### src/rtl/branch_pkg.sv
// Shared encodings for the branch resolution unit.
package branch_pkg;

    localparam int MODE_W = 2;
    localparam int COND_W = 3;

    typedef enum logic [MODE_W-1:0] {
        MODE_PC_IMM      = 2'b00,
        MODE_REG         = 2'b01,
        MODE_REG_IMM     = 2'b10,
        MODE_REG_IMM_CLR = 2'b11
    } mode_e;

    typedef enum logic [COND_W-1:0] {
        COND_EQ     = 3'b000,
        COND_NE     = 3'b001,
        COND_LT     = 3'b010,
        COND_GE     = 3'b011,
        COND_LTU    = 3'b100,
        COND_GEU    = 3'b101,
        COND_ALWAYS = 3'b110,
        COND_NEVER  = 3'b111
    } cond_e;

    typedef enum logic {
        ST_IDLE = 1'b0,
        ST_HOLD = 1'b1
    } state_e;

endpackage

### src/rtl/branch_cond.sv
// Combinational branch condition evaluation.
module branch_cond
    import branch_pkg::*;
#(
    parameter int XLEN = 32
) (
    input  logic [XLEN-1:0]   rs1_val,
    input  logic [XLEN-1:0]   rs2_val,
    input  logic [COND_W-1:0] cond,
    output logic              taken
);

    logic eq;
    logic lt_s;
    logic lt_u;

    assign eq   = (rs1_val == rs2_val);
    assign lt_s = ($signed(rs1_val) < $signed(rs2_val));
    assign lt_u = (rs1_val < rs2_val);

    always_comb begin
        taken = 1'b0;
        unique case (cond_e'(cond))
            COND_EQ:     taken = eq;
            COND_NE:     taken = !eq;
            COND_LT:     taken = lt_s;
            COND_GE:     taken = !lt_s;
            COND_LTU:    taken = lt_u;
            COND_GEU:    taken = !lt_u;
            COND_ALWAYS: taken = 1'b1;
            COND_NEVER:  taken = 1'b0;
        endcase
    end

endmodule

### src/rtl/branch_unit.sv
// Branch resolution: single-entry result register with valid/ready
// handshakes, target alignment check and saturating statistics.
module branch_unit
    import branch_pkg::*;
#(
    parameter int ADDR_W     = 8,
    parameter int XLEN       = 32,
    parameter int PC_STEP    = 1,
    parameter int ALIGN_BITS = 0,
    parameter int CNT_W      = 16
) (
    input  logic              clk,
    input  logic              rst,
    input  logic              flush,
    input  logic              in_valid,
    output logic              in_ready,
    input  logic [ADDR_W-1:0] pc,
    input  logic [XLEN-1:0]   imm_ext,
    input  logic [XLEN-1:0]   rs1_val,
    input  logic [XLEN-1:0]   rs2_val,
    input  logic [MODE_W-1:0] mode,
    input  logic [COND_W-1:0] cond,
    output logic              redir_valid,
    input  logic              redir_ready,
    output logic [ADDR_W-1:0] redir_target,
    output logic              redir_taken,
    output logic [ADDR_W-1:0] link_addr,
    output logic              misalign,
    output logic [CNT_W-1:0]  branch_cnt,
    output logic [CNT_W-1:0]  taken_cnt
);

    localparam logic [ADDR_W-1:0] STEP = ADDR_W'(PC_STEP);
    // Zero mask when ALIGN_BITS is 0, which disables the check
    localparam logic [ADDR_W-1:0] ALIGN_MASK = ADDR_W'((1 << ALIGN_BITS) - 1);

    state_e            state_q, state_d;
    logic [ADDR_W-1:0] target_q, target_d;
    logic [ADDR_W-1:0] link_q, link_d;
    logic              taken_q, taken_d;
    logic              misalign_q, misalign_d;
    logic [CNT_W-1:0]  branch_cnt_q, branch_cnt_d;
    logic [CNT_W-1:0]  taken_cnt_q, taken_cnt_d;

    logic              cond_taken;
    logic [XLEN-1:0]   base;
    logic [XLEN-1:0]   sum;
    logic [XLEN-1:0]   raw;
    logic [ADDR_W-1:0] raw_target;
    logic [ADDR_W-1:0] seq_pc;
    logic              accept;
    logic              hs_out;

    branch_cond #(
        .XLEN(XLEN)
    ) u_cond (
        .rs1_val(rs1_val),
        .rs2_val(rs2_val),
        .cond   (cond),
        .taken  (cond_taken)
    );

    assign redir_valid  = (state_q == ST_HOLD);
    assign in_ready     = !rst && (!redir_valid || redir_ready);
    assign accept       = in_valid && in_ready && !flush;
    assign hs_out       = redir_valid && redir_ready;
    assign redir_target = target_q;
    assign link_addr    = link_q;
    assign redir_taken  = taken_q;
    assign misalign     = misalign_q;
    assign branch_cnt   = branch_cnt_q;
    assign taken_cnt    = taken_cnt_q;

    always_comb begin
        base = (mode_e'(mode) == MODE_PC_IMM) ? XLEN'(pc) : rs1_val;
        sum  = base + imm_ext;
        raw  = (mode_e'(mode) == MODE_REG) ? rs1_val : sum;
        if (mode_e'(mode) == MODE_REG_IMM_CLR) begin
            raw[0] = 1'b0;
        end
        raw_target = raw[ADDR_W-1:0];
        seq_pc     = pc + STEP;
    end

    always_comb begin
        state_d      = state_q;
        target_d     = target_q;
        link_d       = link_q;
        taken_d      = taken_q;
        misalign_d   = misalign_q;
        branch_cnt_d = branch_cnt_q;
        taken_cnt_d  = taken_cnt_q;

        if (hs_out) begin
            if (branch_cnt_q != '1) begin
                branch_cnt_d = branch_cnt_q + 1'b1;
            end
            if (taken_q && !misalign_q && taken_cnt_q != '1) begin
                taken_cnt_d = taken_cnt_q + 1'b1;
            end
        end

        if (flush) begin
            state_d = ST_IDLE;
        end else if (accept) begin
            state_d    = ST_HOLD;
            taken_d    = cond_taken;
            target_d   = cond_taken ? raw_target : seq_pc;
            link_d     = seq_pc;
            misalign_d = cond_taken && |(raw_target & ALIGN_MASK);
        end else if (hs_out) begin
            state_d = ST_IDLE;
        end
    end

    always_ff @(posedge clk) begin
        if (rst) begin
            state_q      <= ST_IDLE;
            target_q     <= '0;
            link_q       <= '0;
            taken_q      <= 1'b0;
            misalign_q   <= 1'b0;
            branch_cnt_q <= '0;
            taken_cnt_q  <= '0;
        end else begin
            state_q      <= state_d;
            target_q     <= target_d;
            link_q       <= link_d;
            taken_q      <= taken_d;
            misalign_q   <= misalign_d;
            branch_cnt_q <= branch_cnt_d;
            taken_cnt_q  <= taken_cnt_d;
        end
    end

endmodule

### config.mk
export PLATFORM = sky130hd
export DESIGN_NAME = branch_unit
export DESIGN_NICKNAME = d
export VERILOG_FILES = /design/src/rtl/branch_pkg.sv /design/src/rtl/branch_cond.sv /design/src/rtl/branch_unit.sv
export SDC_FILE = /design/constraint.sdc
export NUM_CORES = 1
export LEC_CHECK = 0
export BUFFER_PORTS_ARGS = -buffer_cell sky130_fd_sc_hd__buf_4
export CAP_MARGIN = 20
export CORE_AREA = 3 3 91 93
export DETAILED_ROUTE_END_ITERATION = 7
export DIE_AREA = 0 0 94 96
export HOLD_SLACK_MARGIN = 0.05
export PLACE_DENSITY = 0.89
export SLEW_MARGIN = 20
export SYNTH_ARGS = -nofsm -noshare
export SYNTH_HDL_FRONTEND = slang
export SYNTH_SLANG_ARGS = --single-unit
export TNS_END_PERCENT = 10
### constraint.sdc
create_clock -name clk -period 9.05 [get_ports clk]
set_input_delay 1.81 -clock clk [delete_from_list [all_inputs] [get_ports clk]]
set_output_delay 1.81 -clock clk [all_outputs]
set_load 0.01 [all_outputs]
==> results of run 1 <==
cells by family after synthesis:
kind of cell             Yosys count
AO/OA/AOI/OAI                     86
XOR/XNOR                          38
adder cells (fa/ha/maj)           43
buffers and inverters             49
flip-flops                        50
multiplexers                       7
other                              1
AND/OR/NAND/NOR                  179
cell usage in the layout (no fill, tap or decap), types with 2 or more instances in the layout:
| cell | synthesis | final |
|---|---|---|
| buf_4 | 1 | 140 |
| nand4_1 | 15 | 15 |
| clkbuf_8 | 0 | 6 |
| o21a_1 | 3 | 3 |
| and2_1 | 2 | 2 |
| nor2_1 | 51 | 51 |
| o21ai_0 | 19 | 19 |
| a21oi_1 | 32 | 32 |
| and4_1 | 5 | 5 |
| a31oi_1 | 3 | 3 |
| or3_1 | 5 | 5 |
| mux2_2 | 6 | 6 |
| nor2b_1 | 5 | 5 |
| nand2_1 | 41 | 41 |
| o21bai_1 | 3 | 3 |
| nor4_1 | 4 | 4 |
| a211oi_1 | 6 | 6 |
| o211ai_1 | 4 | 4 |
| dfxtp_1 | 50 | 50 |
| and3_1 | 2 | 2 |
| or2_2 | 2 | 2 |
| a21o_1 | 3 | 3 |
| or4_1 | 2 | 2 |
| nand3_1 | 31 | 31 |
| nand2b_1 | 3 | 3 |
| ha_1 | 42 | 42 |
| or3_4 | 2 | 2 |
| xor2_1 | 23 | 23 |
| inv_1 | 39 | 39 |
| a221oi_1 | 2 | 2 |
| xnor2_1 | 15 | 15 |
| o311ai_0 | 2 | 2 |
| nor3_1 | 6 | 6 |
metal layers:
metal / track usage / vias up / routed length, um
li1: - / 1876 / -
met1: 0.2429 / 1723 / 3902
met2: 0.3702 / 130 / 4707
met3: 0.01798 / 12 / 611
met4: 0.05897 / 0 / 131
met5: 0 / - / 0
registers in the layout, summed over array words and instances, names as in the netlist:
signal	flops
taken_cnt	16
redir_target	8
redir_valid	1
branch_cnt	16
redir_taken	1
link_addr	8
critical path: cells and delay by family:
family / cells / cell delay [ns]
fa+ha+maj: 1 / 0.28
buf+inv: 1 / 0.13
mux: 1 / 0.43
compound gates: 6 / 1.15
simple gates: 1 / 0.49
xor+xnor: 2 / 0.37
layout make-up:
class / count / area [um^2] / share of cell area
Timing Repair Buffer: 140 / 1051 / 0.2189
Inverter: 40 / 150.1 / 0.03127
Clock inverter: 2 / 16.27 / 0.003388
Sequential cell: 50 / 1001 / 0.2085
Tap cell: 102 / 127.6 / 0.02658
Multi-Input combinational cell: 354 / 2372 / 0.4941
Clock buffer: 6 / 82.58 / 0.01720
report_power, final:
group | internal [mW] | switching (mW)
Combinational | 0.0713 | 0.0696
Sequential | 0.225 | 0.00376
Clock | 0.0630 | 0.0725
stage by stage:
stage | worst slack [ns] | hold WS (ns) | cell area (um^2)
after floorplan | 4.703 | 0.4805 | 3561
after global placement | 4.384 | 0.4512 | 4702
after detailed placement | 4.261 | 0.4752 | 4702
after CTS | 4.586 | 0.4880 | 4801
after global routing | 4.366 | 0.5079 | 4801
final | 4.574 | 0.4796 | 4801
worst min-delay path by stage:
| stage | slack, ns | endpoint | cells past startpoint | start |
|---|---|---|---|---|
| floorplan | 0.48 | link_addr[1] | 2 | link_addr[1] |
| global placement | 0.45 | link_addr[1] | 2 | link_addr[1] |
| detailed placement | 0.48 | link_addr[1] | 2 | link_addr[1] |
| CTS | 0.49 | link_addr[1] | 2 | link_addr[1] |
| global route | 0.51 | link_addr[1] | 2 | link_addr[1] |
| finish | 0.48 | link_addr[1] | 2 | link_addr[1] |
==> flow_summary.ini, run 1 <==
[logic_synthesis]
synth_commonest_cells = nor2_1 (51), dfxtp_1 (50), ha_1 (42), nand2_1 (41), inv_1 (39)
ys_types = 49
seq_area_frac_synth = 0.2811
synth_area_um2 = 3561
syn_avg_cell_area_um2 = 7.861
synthArstFlopShare = 0
synth_ff_type = dfxtp_1
synth_warnings = 0
synth_compound_area_frac = 0.1486
syn_inst = 453
post_synth_fa_ha_maj_area_fraction = 0.1532
synth-xor-area-share = 0.09346
ys_top_cells_by_area = dfxtp_1 (28%), ha_1 (15%), xor2_1 (5.7%), nor2_1 (5.4%), a21oi_1 (4.5%)
muxShareOfSynthArea = 0.02178
synth_top_family_by_area = simple AND/OR/NAND/NOR gates
synth_most_common_cell = nor2_1
synth_top_cell_by_area = dfxtp_1
ys_ff_latch = 50
synth-simple-area-share = 0.2481
synth_fp_nets = 610
synth_edf_count = 0
synth_top_area_frac = 0.2811

[critical_path]
slowest_stage = nor2_1
critPathCaptureType = flop
cp.required_ns = 9.23
worst-setup-path-type = input pin to flop
rr_endpoint = branch_cnt[8]
worstPathCellList = buf_4 > nor2_1 > mux2_2 > ha_1 > a21oi_1 > o211ai_1 > o41ai_1 > xnor2_1 > xnor2_1 > o21ai_0 > o21ai_0 > o211ai_1
startpoint = mode[0]
endpoint = redir_target[7]
worstSetupStartpointType = input pin
crit_fanout = 8
rrSetupSlack_ns = 6.42
slowest_delay_ns = 0.49
worstPathArrival_ns = 4.66
r2r_cells = 8
r2r-start = branch_cnt[0]

[cells_and_area]
final_util = 0.6311
area_growth_pct = 34.82
instances_no_fill = 694
drive_gt1_frac = 0.2703
diodes = 0
final_nets = 748
fillers = 668

[sta]
fin_crit_ns = 4.476
finalClockSkew_ns = 0.01006
maxSlewHeadroom = 0.3584
final.setup.tns_ns = 0
tightest_slew_ns = 0.9474
rsz0062_at_grt = false
hold_viol = 0
fmax_ghz = 0.2234
slew_violations = 0
min_period_over_period = 0.4946
setup_viol = 0

[floorplan]
dieArea_um2 = 9024
io_pins = 166
start_util = 0.4681
die_width_um = 94
fp.coreArea_um2 = 7607
rows = 32
die_h_um = 96

[grt]
grt_pass1_vias = 3548
antenna_found_initial = 0
grt_pass1_wl_um = 14820
grt-ovfl-total = 0
grt_usage = 0.1990
grt_max_degree = 44

[route]
num_vias = 3741
ant_nets = 0
drc = 0
wl_per_cell_um = 13.48
dr.pass1.iters = 4
drt-initial-drc-count = 112
via_per_inst = 5.390
totalWireLength_um = 9353

[power_and_ir_drop]
p_per_area_nw_per_um2 = 105.3
p_leak_nw = 2.257
power_uw = 505.6
peakVddDrop_mv = 0.06217

[placed_design]
portBuffers = 140
place_congestion = 0.8898
dp.cells = 686
dp_hpwl_um = 8001

[clock_network]
clk_pin_slew_worst_paths_ns = 0.09
root_buffer = clkbuf_8
post_cts_resized = 0
cts_tree = built
ctsHoldBuffers = 0
cts_max_level = 2
postCtsSetupRepairBufs = 0
cts_buffers = 5
clock_latency_ns = 0.30
cts_num_sinks = 50
clk_path_buf_depth = 2

[worst_hold_path]
holdCritPathClass = flop to flop

[run_status]
status = completed

[flow_run]
cap_viol_max_count = 0
Power figures use the tool's default switching activity.
==> run 2, diff against run 1 <==
--- a/config.mk
+++ b/config.mk
@@ -5,11 +5,12 @@
 export SDC_FILE = /design/constraint.sdc
 export NUM_CORES = 1
 export LEC_CHECK = 0
+export ABC_AREA = 1
 export BUFFER_PORTS_ARGS = -buffer_cell sky130_fd_sc_hd__buf_4
 export CAP_MARGIN = 20
-export CORE_AREA = 3 3 91 93
+export CORE_AREA = 3 3 93 95
 export DETAILED_ROUTE_END_ITERATION = 7
-export DIE_AREA = 0 0 94 96
+export DIE_AREA = 0 0 96 98
 export HOLD_SLACK_MARGIN = 0.05
 export PLACE_DENSITY = 0.89
 export SLEW_MARGIN = 20
==> constraint.sdc (replaced) <==
create_clock -name clk -period 4.13 [get_ports clk]
set_input_delay 0.826 -clock clk [delete_from_list [all_inputs] [get_ports clk]]
set_output_delay 0.826 -clock clk [all_outputs]
set_load 0.01 [all_outputs]
==> flow_summary.ini, run 2 <==
[logic_synthesis]
ys_types = 41
synth_area_um2 = 3789
synth_top_area_frac = 0.2642
ys_top_cells_by_area = dfxtp_1 (26%), ha_1 (14%), inv_1 (11%), nand2_1 (11%), a21oi_1 (7.8%)
synth_edf_count = 0
synth_top_cell_by_area = dfxtp_1
syn_avg_cell_area_um2 = 6.600
synth_ff_type = dfxtp_1
synth_commonest_cells = inv_1 (111), nand2_1 (108), a21oi_1 (59), dfxtp_1 (50), nor2_1 (44)
syn_inst = 574
synth_fp_nets = 731
ys_ff_latch = 50
synthArstFlopShare = 0
synth_warnings = 0
seq_area_frac_synth = 0.2642
synth_most_common_cell = inv_1

[floorplan]
fp.coreArea_um2 = 7807
dieArea_um2 = 9408
io_pins = 166
start_util = 0.4853
die_h_um = 98
rows = 32
die_width_um = 96

[power_and_ir_drop]
switching_share = 0.2860
p_per_area_nw_per_um2 = 228.7
switchingPower_uw = 330.9
power_mw = 1.157
internal_power_uw = 826.1
p_leak_nw = 2.584
peakVddDrop_mv = 0.1267
pwr-share-comb = 0.276
power_frac_seq = 0.430
pwr-share-clk = 0.294

[grt]
grt_use_met1 = 0.2412
grt_usage = 0.2113
grt-ovfl-total = 0
antenna_found_initial = 0
grt_max_degree = 32
use_met2 = 0.3877
busiest_layer = met2
grt_pass1_vias = 3916
met3_usage = 0.04931
grt_pass1_wl_um = 16570

[cells_and_area]
finalInstanceArea_um2 = 5059
drive_gt1_frac = 0.2294
diodes = 0
final_common_cell = buf_4
layout_common_cells = buf_4 (142), inv_1 (111), nand2_1 (108)
fillers = 681
area_growth_pct = 33.52
final_nets = 871
final_util = 0.6479
instances_no_fill = 817

[placed_design]
place_congestion = 0.8481
portBuffers = 140
dp.cells = 809
dp_hpwl_um = 8530
postPlaceCellArea_um2 = 4949
post-place-ws_ns = 0.9422

[clock_network]
clock_latency_ns = 0.30
cts_buffers = 5
ctsHoldBuffers = 0
clk_pin_slew_worst_paths_ns = 0.09
root_buffer = clkbuf_8
postCtsSetupRepairBufs = 0
post_cts_resized = 0
cts_max_level = 2
cts_num_sinks = 50
cts_tree = built
clk_path_buf_depth = 2

[critical_path]
worstSetupStartpointType = input pin
critPathCaptureType = flop
cp.required_ns = 4.32
worstPathCellList = buf_4 > nor2_1 > o21ai_0 > ha_1 > fa_1 > nand3_1 > nand3_1 > nand2_1 > nand2_1 > a21oi_1 > xor2_1 > o21ai_0 > inv_1 > nand3_1 > nand3_1 > a21oi_1
crit_top_cell = nand3_1
crit_fanout = 7
r2r_cells = 13
slowest_delay_ns = 0.42
slowest_stage = fa_1
worstPathArrival_ns = 3.06
worst-setup-path-type = input pin to flop

[sta]
rsz0062_at_grt = false
final.setup.tns_ns = 0
hold_viol = 0
maxSlewHeadroom = 0.4029
timing.hold.ws_ns = 0.4714
setup_viol = 0
tightest_slew_ns = 0.8946
finalClockSkew_ns = 0.008401
fmax_ghz = 0.3495
setup_ws_ns = 1.269
min_period_over_period = 0.6927
fin_crit_ns = 2.861
slew_violations = 0

[route]
dr.pass1.iters = 4
via_per_inst = 5.069
ant_nets = 0
num_vias = 4141
wl_per_cell_um = 12.27
totalWireLength_um = 10030
drc = 0
drt-initial-drc-count = 194

[run_status]
status = completed

[worst_hold_path]
holdCritPathClass = flop to flop
whs_path_depth = 2

[flow_run]
cap_viol_max_count = 0
## run 2: metal layers
layer / wire, um / vias up
li1: - / 2134
met2: 5092 / 131
met3: 763 / 9
met5: 0 / -
met4: 118 / 0
met1: 4054 / 1867
## run 2: cell families (layout without fill, tap and decap cells)
| kind of cell | count (synthesis) | after routing | share of synthesized area |
|---|---|---|---|
| AND/OR/NAND/NOR | 235 | 235 | 0.2794 |
| adder cells (fa/ha/maj) | 43 | 43 | 0.1440 |
| AO/OA/AOI/OAI | 109 | 109 | 0.1549 |
| buffers and inverters | 121 | 262 | 0.1212 |
| flip-flops | 50 | 50 | 0.2642 |
| other | 1 | 1 | 0.0009898 |
| multiplexers | 2 | 2 | 0.005284 |
| XOR/XNOR | 13 | 13 | 0.03005 |
## run 2: power by group through the flow
stage	Sequential, mW	Clock [mW]	Combinational (mW)
CTS	0.497	0.347	0.321
global route	0.498	0.366	0.363
finish	0.497	0.340	0.320
global placement	0.508	0	0.306
detailed placement	0.508	0	0.320
floorplan	0.512	0	0.185
## run 2: critical path: cells and delay by family
kind | cells | cell delay, ns
xor+xnor | 1 | 0.15
simple gates | 7 | 0.81
buf+inv | 2 | 0.19
compound gates | 4 | 0.42
fa+ha+maj | 2 | 0.65
## run 2: path summary, 6_finish.rpt
check / start / endpoint / slack (ns)
setup / recovery: mode[0] / redir_target[6] / 1.27
setup reg to reg: branch_cnt[0] / branch_cnt[15] / 1.93
hold reg to reg: redir_target[6] / redir_target[6] / 0.47
hold / removal: redir_target[6] / redir_target[6] / 0.47
## run 2: cell type report
class	count	area [um^2]	share of cell area
Sequential cell	50	1001	0.1979
Multi-Input combinational cell	403	2333	0.4613
Timing Repair Buffer	142	1066	0.2107
Tap cell	102	127.6	0.02523
Clock inverter	2	37.54	0.007420
Inverter	112	420.4	0.08311
Clock buffer	6	72.57	0.01435
==> run 3, diff against run 2 <==
==> constraint.sdc (replaced) <==
create_clock -name clk -period 2.8 [get_ports clk]
set_input_delay 0.56 -clock clk [delete_from_list [all_inputs] [get_ports clk]]
set_output_delay 0.56 -clock clk [all_outputs]
set_load 0.01 [all_outputs]
==> flow_summary.ini, run 3 (synthesis gave the netlist of run 2 again) <==
[run_status]
status = completed

[critical_path]
cp.required_ns = 3.03
crit_top_cell = a21oi_1
worstPathArrival_ns = 2.68
startpoint = mode[0]
slowest_delay_ns = 0.28
r2r-start = branch_cnt[0]
slowest_stage = ha_1
endpoint = redir_target[5]
worst-setup-path-type = input pin to flop
rr_endpoint = branch_cnt[15]
r2r_cells = 13
rrSetupSlack_ns = 0.47
critPathCaptureType = flop
crit_fanout = 5
worstPathCellList = buf_4 > nor2_1 > buf_4 > nor2_1 > a21oi_1 > ha_1 > a21oi_1 > nand2_1 > nand2_1 > nand2_1 > a21oi_1 > and2_1 > o21ai_0 > o21ai_0 > inv_1 > nand3_1 > nand3_1 > a21oi_1
worstSetupStartpointType = input pin

[sta]
final.setup.tns_ns = 0
fmax_ghz = 0.4074
fin_crit_ns = 2.455
setup_viol = 0
slew_violations = 0
maxSlewHeadroom = 0.6287
finalClockSkew_ns = 0.007794
min_period_over_period = 0.8766
rsz0062_at_grt = false
tightest_slew_ns = 0.5549
hold_viol = 0

[clock_network]
clock_latency_ns = 0.29
root_buffer = clkbuf_8
clk_pin_slew_worst_paths_ns = 0.09
cts_num_sinks = 50
post_cts_resized = 0
clk_path_buf_depth = 2
ctsHoldBuffers = 0
cts_tree = built
cts_max_level = 2
postCtsSetupRepairBufs = 0
cts_buffers = 5

[cells_and_area]
final_nets = 873
finalInstanceArea_um2 = 5042
drive_gt1_frac = 0.2318
layout_common_cells = buf_4 (144), inv_1 (111), nand2_1 (108)
final_common_cell = buf_4
area_growth_pct = 33.09
diodes = 0

[power_and_ir_drop]
p_per_area_nw_per_um2 = 318.5
switching_share = 0.3007
peakVddDrop_mv = 0.1887
power_frac_seq = 0.457
pwr-share-clk = 0.244
internal_power_mw = 1.123
pwr-share-comb = 0.299
switchingPower_uw = 482.9
p_leak_nw = 2.586
power_mw = 1.606

[placed_design]
postPlaceCellArea_um2 = 4964
place_congestion = 0.8491
dp_hpwl_um = 8875
portBuffers = 140

[grt]
grt_use_met1 = 0.2360
grt_pass1_wl_um = 16880
antenna_found_initial = 0
use_met2 = 0.4036
grt_usage = 0.2166
grt_max_degree = 28
grt-ovfl-total = 0
grt_pass1_vias = 4148
busiest_layer = met2
met3_usage = 0.05393

[route]
dr.pass1.iters = 4
drt-initial-drc-count = 158
via_per_inst = 5.181
num_vias = 4238
totalWireLength_um = 10460
drc = 0
wl_per_cell_um = 12.79
ant_nets = 0

[floorplan]
start_util = 0.4853
dieArea_um2 = 9408
die_h_um = 98
fp.coreArea_um2 = 7807
io_pins = 166
rows = 32
die_width_um = 96

[flow_run]
cap_viol_max_count = 0

[worst_hold_path]
holdCritPathClass = flop to flop
==> run 3: cell count changes in the layout (fill, tap and decap cells not counted) <==
cell	change
clkbuf_1	-1
clkinv_2	+2
bufinv_16	-1
clkinvlp_4	-1
buf_4	+2
==> run 3: routing by layer <==
metal / wire (um) / part of all wire / vias up
li1: - / - / 2133
met5: 0 / 0 / -
met1: 4045 / 0.39 / 1933
met4: 189 / 0.018 / 0
met3: 862 / 0.082 / 18
met2: 5362 / 0.51 / 154
==> run 3: area by class of cell <==
type	count	area [um^2]
clock inverters	2	10.01
fillers	704	2765
flip-flops and latches	50	1001
clock buffers	5	68.82
repair buffers	144	1081
multi-input cells	403	2333
inverters	112	420.4
well taps	102	127.6
==> run 3: how the worst min path moves through the flow <==
stage / from / end / slack (ns) / cells after the start
after CTS: redir_target[6] / redir_target[6] / 0.47 / 2
after global routing: pc[0] / link_addr[0] / 0.48 / 2
after floorplan: redir_target[0] / redir_target[0] / 0.49 / 2
after detailed placement: redir_target[6] / redir_target[6] / 0.46 / 2
final: redir_target[3] / redir_target[3] / 0.48 / 2
after global placement: redir_target[3] / redir_target[3] / 0.45 / 2
==> run 3: power by group through the flow <==
| stage | Sequential (mW) | Clock [mW] | Combinational (mW) |
|---|---|---|---|
| floorplan | 0.755 | 0 | 0.272 |
| global placement | 0.750 | 0 | 0.454 |
| detailed placement | 0.750 | 0 | 0.478 |
| CTS | 0.734 | 0.402 | 0.480 |
| global route | 0.735 | 0.436 | 0.543 |
| finish | 0.733 | 0.392 | 0.481 |
==> run 3: metrics by stage <==
step / worst slack (ns) / hold WS, ns / instances / utilization
floorplan: 0.07639 / 0.4900 / 574 / -
global placement: 0.1123 / 0.4543 / 811 / 0.6357
detailed placement: 0.05807 / 0.4614 / 811 / 0.6357
CTS: 0.3744 / 0.4746 / 818 / 0.6458
global route: 0.09001 / 0.4850 / 818 / 0.6458
finish: 0.3454 / 0.4757 / 818 / 0.6458
==> run 3: critical path: cells and delay by family <==
family	cells	cell delay [ns]
buffers and inverters	3	0.35
and+or+nand+nor	8	0.77
AOI/OAI and AO/OA	6	0.71
adders and majority gates	1	0.28
